`config.mk`:
```
export PLATFORM = sky130hd
export DESIGN_NAME = prog_encoder
export DESIGN_NICKNAME = d
export VERILOG_FILES = /design/src/rtl/prog_encoder_pkg.sv /design/src/rtl/prog_encoder_inst_pack.sv /design/src/rtl/prog_encoder.sv
export SDC_FILE = /design/constraint.sdc
export NUM_CORES = 1
export LEC_CHECK = 0
export BUFFER_PORTS_ARGS = -buffer_cell sky130_fd_sc_hd__buf_2
export CAP_MARGIN = 20
export CELL_PAD_IN_SITES_DETAIL_PLACEMENT = 0
export CELL_PAD_IN_SITES_GLOBAL_PLACEMENT = 1
export CORE_MARGIN = 5
export CORE_UTILIZATION = 42
export DETAILED_ROUTE_END_ITERATION = 8
export GPL_TIMING_DRIVEN = 0
export PLACE_DENSITY = 0.92
export SLEW_MARGIN = 20
export SYNTH_ARGS = -nofsm -noshare
export SYNTH_HDL_FRONTEND = slang
export SYNTH_SLANG_ARGS = --single-unit
```
`constraint.sdc`:
```
create_clock -name clk -period 3.7 [get_ports clk]
set_clock_uncertainty 0.1 [all_clocks]
set_input_delay 0 -clock clk [delete_from_list [all_inputs] [get_ports clk]]
set_output_delay 0 -clock clk [all_outputs]
set_load 0.02 [all_outputs]
```
`src/rtl/prog_encoder_pkg.sv`:
```
`default_nettype none
// ============================================================================
// Module      : prog_encoder_pkg
// Description : Constants and types shared by the program encoder and the
//               instruction decoder. It holds the mnemonic code enum, the
//               7-bit opcodes, the funct3/funct7 codes, the loader FSM state
//               type and helpers that pack each RV32 instruction format.
// Revision    : 1.0 - initial release
// ============================================================================
package prog_encoder_pkg;

  // Mnemonic codes carried on in_op. Codes 18..31 are illegal.
  typedef enum logic [4:0] {
    OP_ADD  = 5'd0,
    OP_SUB  = 5'd1,
    OP_MUL  = 5'd2,
    OP_AND  = 5'd3,
    OP_OR   = 5'd4,
    OP_SLL  = 5'd5,
    OP_ADDI = 5'd6,
    OP_SLLI = 5'd7,
    OP_LD   = 5'd8,
    OP_SD   = 5'd9,
    OP_BEQ  = 5'd10,
    OP_BNE  = 5'd11,
    OP_BLT  = 5'd12,
    OP_BGE  = 5'd13,
    OP_JAL  = 5'd14,
    OP_JALR = 5'd15,
    OP_HALT = 5'd16,
    OP_NOP  = 5'd17
  } op_e;

  typedef enum logic [2:0] {
    ST_IDLE  = 3'd0,
    ST_RUN   = 3'd1,
    ST_WRITE = 3'd2,
    ST_DONE  = 3'd3,
    ST_ERROR = 3'd4
  } state_e;

  localparam logic [6:0] c_opc_rtype  = 7'b0110011;
  localparam logic [6:0] c_opc_iarith = 7'b0010011;
  localparam logic [6:0] c_opc_load   = 7'b0000011;
  localparam logic [6:0] c_opc_store  = 7'b0100011;
  localparam logic [6:0] c_opc_branch = 7'b1100011;
  localparam logic [6:0] c_opc_jal    = 7'b1101111;
  localparam logic [6:0] c_opc_jalr   = 7'b1100111;
  localparam logic [6:0] c_opc_halt   = 7'b1111111;
  localparam logic [6:0] c_opc_nop    = 7'b0001111;

  localparam logic [2:0] c_f3_add  = 3'b000;
  localparam logic [2:0] c_f3_and  = 3'b111;
  localparam logic [2:0] c_f3_or   = 3'b110;
  localparam logic [2:0] c_f3_sll  = 3'b001;
  localparam logic [2:0] c_f3_ldsd = 3'b011;
  localparam logic [2:0] c_f3_beq  = 3'b000;
  localparam logic [2:0] c_f3_bne  = 3'b001;
  localparam logic [2:0] c_f3_blt  = 3'b100;
  localparam logic [2:0] c_f3_bge  = 3'b101;

  localparam logic [6:0] c_f7_base = 7'b0000000;
  localparam logic [6:0] c_f7_sub  = 7'b0100000;
  localparam logic [6:0] c_f7_mul  = 7'b0000001;

  function automatic logic [31:0] pack_r(input logic [6:0] f7, input logic [4:0] rs2,
      input logic [4:0] rs1, input logic [2:0] f3, input logic [4:0] rd, input logic [6:0] opc);
    return {f7, rs2, rs1, f3, rd, opc};
  endfunction

  function automatic logic [31:0] pack_i(input logic [11:0] imm, input logic [4:0] rs1,
      input logic [2:0] f3, input logic [4:0] rd, input logic [6:0] opc);
    return {imm, rs1, f3, rd, opc};
  endfunction

  function automatic logic [31:0] pack_s(input logic [11:0] imm, input logic [4:0] rs2,
      input logic [4:0] rs1, input logic [2:0] f3, input logic [6:0] opc);
    return {imm[11:5], rs2, rs1, f3, imm[4:0], opc};
  endfunction

  // Branch offsets are always even, so bit 0 is not carried.
  function automatic logic [31:0] pack_b(input logic [12:1] imm, input logic [4:0] rs2,
      input logic [4:0] rs1, input logic [2:0] f3, input logic [6:0] opc);
    return {imm[12], imm[10:5], rs2, rs1, f3, imm[4:1], imm[11], opc};
  endfunction

  function automatic logic [31:0] pack_j(input logic [20:1] imm, input logic [4:0] rd,
      input logic [6:0] opc);
    return {imm[20], imm[10:1], imm[11], imm[19:12], rd, opc};
  endfunction

endpackage
`default_nettype wire

```
`src/rtl/prog_encoder_inst_pack.sv`:
```
`default_nettype none
// ============================================================================
// Module      : prog_encoder_inst_pack
// Description : Combinational instruction packer. Turns symbolic fields into
//               a 32-bit instruction word. It flags unknown mnemonics and
//               immediates that do not fit the target format.
// Ports       : i_op/i_rd/i_rs1/i_rs2/i_imm - symbolic instruction fields
//               o_word    - encoded instruction word
//               o_illegal - op unknown or immediate out of range
// Revision    : 1.0 - initial release
// ============================================================================
module prog_encoder_inst_pack
  import prog_encoder_pkg::*;
(
  input  logic [4:0]  i_op,
  input  logic [4:0]  i_rd,
  input  logic [4:0]  i_rs1,
  input  logic [4:0]  i_rs2,
  input  logic [31:0] i_imm,
  output logic [31:0] o_word,
  output logic        o_illegal
);

  op_e  w_op;
  logic w_fit12;   // signed value fits [-2048, 2047]
  logic w_fit13;   // signed value fits [-4096, 4095]
  logic w_fit21;   // signed value fits [-2^20, 2^20-1]
  logic w_shamt;   // value fits [0, 31]

  assign w_op    = op_e'(i_op);
  // Sign-extension test: every bit above the field's sign bit equals it.
  assign w_fit12 = (i_imm[31:11] == {21{i_imm[11]}});
  assign w_fit13 = (i_imm[31:12] == {20{i_imm[12]}});
  assign w_fit21 = (i_imm[31:20] == {12{i_imm[20]}});
  assign w_shamt = (i_imm[31:5] == 27'd0);

  always_comb begin
    o_word    = 32'd0;
    o_illegal = 1'b0;
    case (w_op)
      OP_ADD:  o_word = pack_r(c_f7_base, i_rs2, i_rs1, c_f3_add, i_rd, c_opc_rtype);
      OP_SUB:  o_word = pack_r(c_f7_sub,  i_rs2, i_rs1, c_f3_add, i_rd, c_opc_rtype);
      OP_MUL:  o_word = pack_r(c_f7_mul,  i_rs2, i_rs1, c_f3_add, i_rd, c_opc_rtype);
      OP_AND:  o_word = pack_r(c_f7_base, i_rs2, i_rs1, c_f3_and, i_rd, c_opc_rtype);
      OP_OR:   o_word = pack_r(c_f7_base, i_rs2, i_rs1, c_f3_or,  i_rd, c_opc_rtype);
      OP_SLL:  o_word = pack_r(c_f7_base, i_rs2, i_rs1, c_f3_sll, i_rd, c_opc_rtype);
      OP_ADDI: begin
        o_word    = pack_i(i_imm[11:0], i_rs1, c_f3_add, i_rd, c_opc_iarith);
        o_illegal = !w_fit12;
      end
      OP_SLLI: begin
        o_word    = pack_i({7'd0, i_imm[4:0]}, i_rs1, c_f3_sll, i_rd, c_opc_iarith);
        o_illegal = !w_shamt;
      end
      OP_LD: begin
        o_word    = pack_i(i_imm[11:0], i_rs1, c_f3_ldsd, i_rd, c_opc_load);
        o_illegal = !w_fit12;
      end
      OP_JALR: begin
        o_word    = pack_i(i_imm[11:0], i_rs1, c_f3_add, i_rd, c_opc_jalr);
        o_illegal = !w_fit12;
      end
      OP_SD: begin
        o_word    = pack_s(i_imm[11:0], i_rs2, i_rs1, c_f3_ldsd, c_opc_store);
        o_illegal = !w_fit12;
      end
      OP_BEQ, OP_BNE, OP_BLT, OP_BGE: begin
        o_word = pack_b(i_imm[12:1], i_rs2, i_rs1,
                        (w_op == OP_BEQ) ? c_f3_beq :
                        (w_op == OP_BNE) ? c_f3_bne :
                        (w_op == OP_BLT) ? c_f3_blt : c_f3_bge,
                        c_opc_branch);
        o_illegal = i_imm[0] || !w_fit13;
      end
      OP_JAL: begin
        o_word    = pack_j(i_imm[20:1], i_rd, c_opc_jal);
        o_illegal = i_imm[0] || !w_fit21;
      end
      OP_HALT: o_word = {25'd0, c_opc_halt};
      OP_NOP:  o_word = {25'd0, c_opc_nop};
      default: o_illegal = 1'b1;
    endcase
  end

endmodule
`default_nettype wire

```
`src/rtl/prog_encoder.sv`:
```
`default_nettype none
// ============================================================================
// Module      : prog_encoder
// Description : Program loader. It accepts symbolic instructions over a
//               valid/ready handshake and encodes each one. The words go to
//               instruction memory at consecutive word addresses starting at
//               BASE_ADDR. Loading stops at HALT or on an illegal instruction.
// Ports       : clk, rst_n         - clock, async active-low reset
//               start              - pulse: restart load at BASE_ADDR
//               in_valid/in_ready  - instruction handshake
//               in_op..in_imm      - symbolic instruction fields
//               imem_we/addr/wdata - instruction memory write port
//               count              - words written since start (saturating)
//               done / err         - HALT written / illegal input, sticky
// Revision    : 1.0 - initial release
// ============================================================================
module prog_encoder
  import prog_encoder_pkg::*;
#(
  parameter int                ADDR_W    = 32,
  parameter logic [ADDR_W-1:0] BASE_ADDR = '0
) (
  input  logic              clk,
  input  logic              rst_n,
  input  logic              start,
  input  logic              in_valid,
  output logic              in_ready,
  input  logic [4:0]        in_op,
  input  logic [4:0]        in_rd,
  input  logic [4:0]        in_rs1,
  input  logic [4:0]        in_rs2,
  input  logic [31:0]       in_imm,
  output logic              imem_we,
  output logic [ADDR_W-1:0] imem_addr,
  output logic [31:0]       imem_wdata,
  output logic [15:0]       count,
  output logic              done,
  output logic              err
);

  logic [31:0]       w_word;
  logic              w_illegal;

  state_e            r_state;
  logic [ADDR_W-1:0] r_addr;
  logic [31:0]       r_wdata;
  logic [15:0]       r_count;
  logic              r_halt;    // word held in WRITE is a HALT
  logic              r_we;
  logic              r_ready;
  logic              r_done;
  logic              r_err;

  prog_encoder_inst_pack u_inst_pack (
    .i_op      (in_op),
    .i_rd      (in_rd),
    .i_rs1     (in_rs1),
    .i_rs2     (in_rs2),
    .i_imm     (in_imm),
    .o_word    (w_word),
    .o_illegal (w_illegal)
  );

  always_ff @(posedge clk or negedge rst_n) begin
    if (!rst_n) begin
      r_state <= ST_IDLE;
      r_addr  <= BASE_ADDR;
      r_wdata <= 32'd0;
      r_count <= 16'd0;
      r_halt  <= 1'b0;
      r_we    <= 1'b0;
      r_ready <= 1'b0;
      r_done  <= 1'b0;
      r_err   <= 1'b0;
    end else begin
      r_we <= 1'b0;
      // start wins in every state. A strobe issued in WRITE has already
      // completed this cycle, so restarting never truncates it.
      if (start) begin
        r_state <= ST_RUN;
        r_addr  <= BASE_ADDR;
        r_count <= 16'd0;
        r_done  <= 1'b0;
        r_err   <= 1'b0;
        r_ready <= 1'b1;
      end else begin
        case (r_state)
          ST_RUN: begin
            if (in_valid && r_ready) begin
              r_ready <= 1'b0;
              if (w_illegal) begin
                r_state <= ST_ERROR;
                r_err   <= 1'b1;
              end else begin
                r_state <= ST_WRITE;
                r_wdata <= w_word;
                r_halt  <= (in_op == OP_HALT);
                r_we    <= 1'b1;
              end
            end
          end
          ST_WRITE: begin
            r_addr <= r_addr + ADDR_W'(4);
            if (r_count != 16'hFFFF) begin
              r_count <= r_count + 16'd1;
            end
            if (r_halt) begin
              r_state <= ST_DONE;
              r_done  <= 1'b1;
            end else begin
              r_state <= ST_RUN;
              r_ready <= 1'b1;
            end
          end
          ST_IDLE, ST_DONE, ST_ERROR: r_ready <= 1'b0;
          default: begin
            r_state <= ST_IDLE;
            r_ready <= 1'b0;
          end
        endcase
      end
    end
  end

  assign in_ready   = r_ready;
  assign imem_we    = r_we;
  assign imem_addr  = r_addr;
  assign imem_wdata = r_wdata;
  assign count      = r_count;
  assign done       = r_done;
  assign err        = r_err;

endmodule
`default_nettype wire

```
==> summary.txt <==
Drt
  – Avg WL per Cell: 15.9 µm
  – Detailed Routing Iterations Pass 1: 5
  – Vias/cell: about 5.2
  – Initial DRC Count: between 200 and 300
  – Vias: 4235
  – Post-DRT Antenna Nets: 0
  – WL final: 12.9 mm
  – DRC viols: 0

Yosys
  – Largest family of logic cells by synthesized area: simple AND/OR/NAND/NOR gates
  – Post-Synth Adder-Cell Area: 0.800%
  – Mux cell area share after synthesis: 11.3%
  – Mapped cell area: 4690 µm²
  – Most frequent cell after synthesis: dfrtp_1
  – Post-Synthesis Cells: approximately 480
  – XOR/XNOR Fraction of Synth Area: under 10%
  – Predominant post-synthesis flop cell: dfrtp_1
  – Synth Register Bits: between 80 and 90
  – Distinct cell type count after synthesis: 61
  – Synth Area in Compound Gates: 8.05%
  – Main area contributors after synthesis: dfrtp_1, mux2_4, nor2_1
  – Synth top area share: about 45%
  – Synth Area in Simple Gates: 21.8%
  – Mapped Avg Cell Area: 9.84 µm²
  – Asr flop ratio synth: 100%
  – Sequential element share of the synthesized area: 45.3%
  – Cell taking the most area after synthesis: dfrtp_1
  – Synth warnings: 0
  – Leading cell types by count after synthesis: dfrtp_1, nor2_1, nand2_1, xor2_1, mux2_4
  – Number of synthesized flops with an enable pin: 0

Critical path
  – Flop2flop setup slack: 1280 ps
  – Startpoint types: input pin
  – Worst path required time: 3850 ps
  – FF-to-FF path depth: 6
  – Crit end category: flop
  – CP Launch Point: in_imm[20]
  – FF-to-FF End: imem_addr[28]
  – Data arrival time of the critical path: 2650 ps
  – R2r startpoint: imem_addr[5]
  – Worst Path Max Fanout: 10
  – Critical path class: in2reg

Power and ir drop
  – Pleak: 3.02 nW
  – Sw Share: 31.7%
  – NetSw: about 0.83 mW
  – Max IR drop VDD: 275 µV
  – Internal Power: 1.79 mW
  – Clock power frac: 28.7%
  – Reg power frac: 43.6%
  – Power density over cell area: 424 nW/µm²
  – Logic pwr share: 27.7%

Placed design
  – DP HPWL: 9.12 mm
  – GPL Wtd Cong: 0.840
  – Port Buffers: 134

Timing
  – Final Hold Viols: 0
  – Fin Hold WS: roughly 76 ps
  – Final setup TNS: 0 ps
  – Max Fclk: 0.400 GHz
  – Worst slew pin tran: 892 ps
  – Count of final setup violators: 0
  – Max Slew Vio Count: 0
  – RSZ-0062 raised after global routing: false
  – Max-Slew Margin vs Limit: 40.4%
  – Post-route minimum period: 2500 ps
  – Period utilization: 67.6%

Die
  – Die area: 13400 µm²
  – Height of the die: 116 µm
  – Die width: 116 µm
  – Core area: 10900 µm²
  – # IOs: 140
  – Cell Rows: 38
  – Starting Density: 43.1%

Layout
  – Area Overhead vs Synth: 32.1%
  – Diode count: 0
  – Finished Core Util: 56.9%
  – Fillers: 967
  – Final nets: 723
  – Fraction of layout cells with a size suffix above 1: 29.1%

Global routing
  – GR Overflow Total: 0
  – Initial antenna violation count: 0
  – Largest net degree at the start of global routing: 59
  – First-pass GRT wire length: around 21 mm
  – Vias in the first global route: 4316
  – All-Layer GR Usage: 19.7%

Job
  – Max-Cap Viols: 0

Worst hold path
  – Min-delay worst type: in2reg
  – Cells on Worst Hold Path: 4
  – Hold Path Sink: imem_wdata[31]
  – HP Start: in_imm[11]

Clocking
  – Clock Path Buffers: 2
  – CTS tree: done
  – Worst-path clk slew: 90 ps
  – Gates resized, CTS repair: 0
  – CTS H-tree lvls: 3
  – CTS buffer count: 9
  – CTS Root Cell: clkbuf_8
  – Clock sinks: 85
  – Worst-Skew Late Latency: 360 ps

Status
  – Status: completed
area by class of cell:
cell class | count | area, µm² | share of cell area, %
multi-input combinational | 351 | 2360 | 38.1
tap | 140 | 175 | 2.83
timing repair buffer | 175 | 1100 | 17.8
clock inverter | 5 | 82.6 | 1.33
sequential | 85 | 2130 | 34.3
clock buffer | 11 | 141 | 2.28
buffer | 25 | 143 | 2.30
inverter | 17 | 63.8 | 1.03
sequential cells by signal (all words and copies together) (netlist names):
signal and cells:
r_state 3, err 1, imem_we 1, count 16, done 1, imem_wdata 31, in_ready 1, r_halt 1
imem_addr 30
kinds of logic after synthesis:
group                    after synthesis
AO/OA/AOI/OAI                         55
XOR/XNOR                              44
adder cells (fa/ha/maj)                3
buffers and inverters                 42
flip-flops                            85
multiplexers                          41
other                                  1
AND/OR/NAND/NOR                      206
power groups by stage:
stage	combinational [mW]	clock, mW	sequential [mW]
global route	0.786	0.807	1.16
finish	0.729	0.755	1.15
detailed placement	0.695	0	1.16
floorplan	0.281	0	1.31
CTS	0.733	0.773	1.15
global placement	0.682	0	1.16
critical path, stage by stage:
cell           delay, ps
dlygate4sd3_1        530
buf_2                140
nor4_1               290
nand3_1              180
nor4_1               280
o32ai_1              230
nor3_4               420
buf_6                260
mux2_4               320
worst max path at each step:
stage	cells after the start	to
after global placement	6	imem_addr[28]
after floorplan	6	imem_addr[28]
after global routing	6	imem_addr[28]
after detailed placement	8	imem_wdata[30]
after CTS	9	imem_wdata[30]
final	9	imem_wdata[30]
timing repair:
action                                 CTS  global route
hold buffers                            40             0
endpoints found under the hold margin  111             0
setup buffers                            0             0
through the flow:
stage          cells  power (mW)  instance area [µm²]  setup slack, ps
2_1_floorplan    478        1.59                 4700             1600
3_3_place_gp     752        1.84                 5540             1270
3_5_place_dp     753        1.86                 5570             1200
4_1_cts          809        2.65                 6200             1240
5_1_grt          809        2.76                 6200             1030
6_report         809        2.63                 6200             1200
cells in the final DEF (no fill, tap or decap), types with 9 or more instances in the layout:
master / netlist / layout
xnor2_1: 12 / 12
nor4_1: 9 / 9
mux2i_1: 15 / 15
buf_2: 3 / 136
nor2_1: 78 / 78
nand2_1: 34 / 34
nand3_1: 17 / 17
dlygate4sd3_1: 0 / 40
inv_1: 17 / 17
mux2_4: 23 / 23
o21ai_0: 15 / 15
dfrtp_1: 85 / 85
a21oi_1: 14 / 14
nand4_1: 18 / 18
xor2_1: 32 / 32
clkbuf_1: 13 / 14
clkbuf_8: 0 / 10
per-layer routing:
layer / vias up / track usage, % / routed length (µm)
li1: 2026 / - / -
met1: 2011 / 25.3 / 5470
met2: 166 / 32.4 / 6080
met3: 32 / 4.13 / 917
met4: 0 / 8.51 / 385
met5: - / 0 / 0
(Power assumes the default switching activity.)
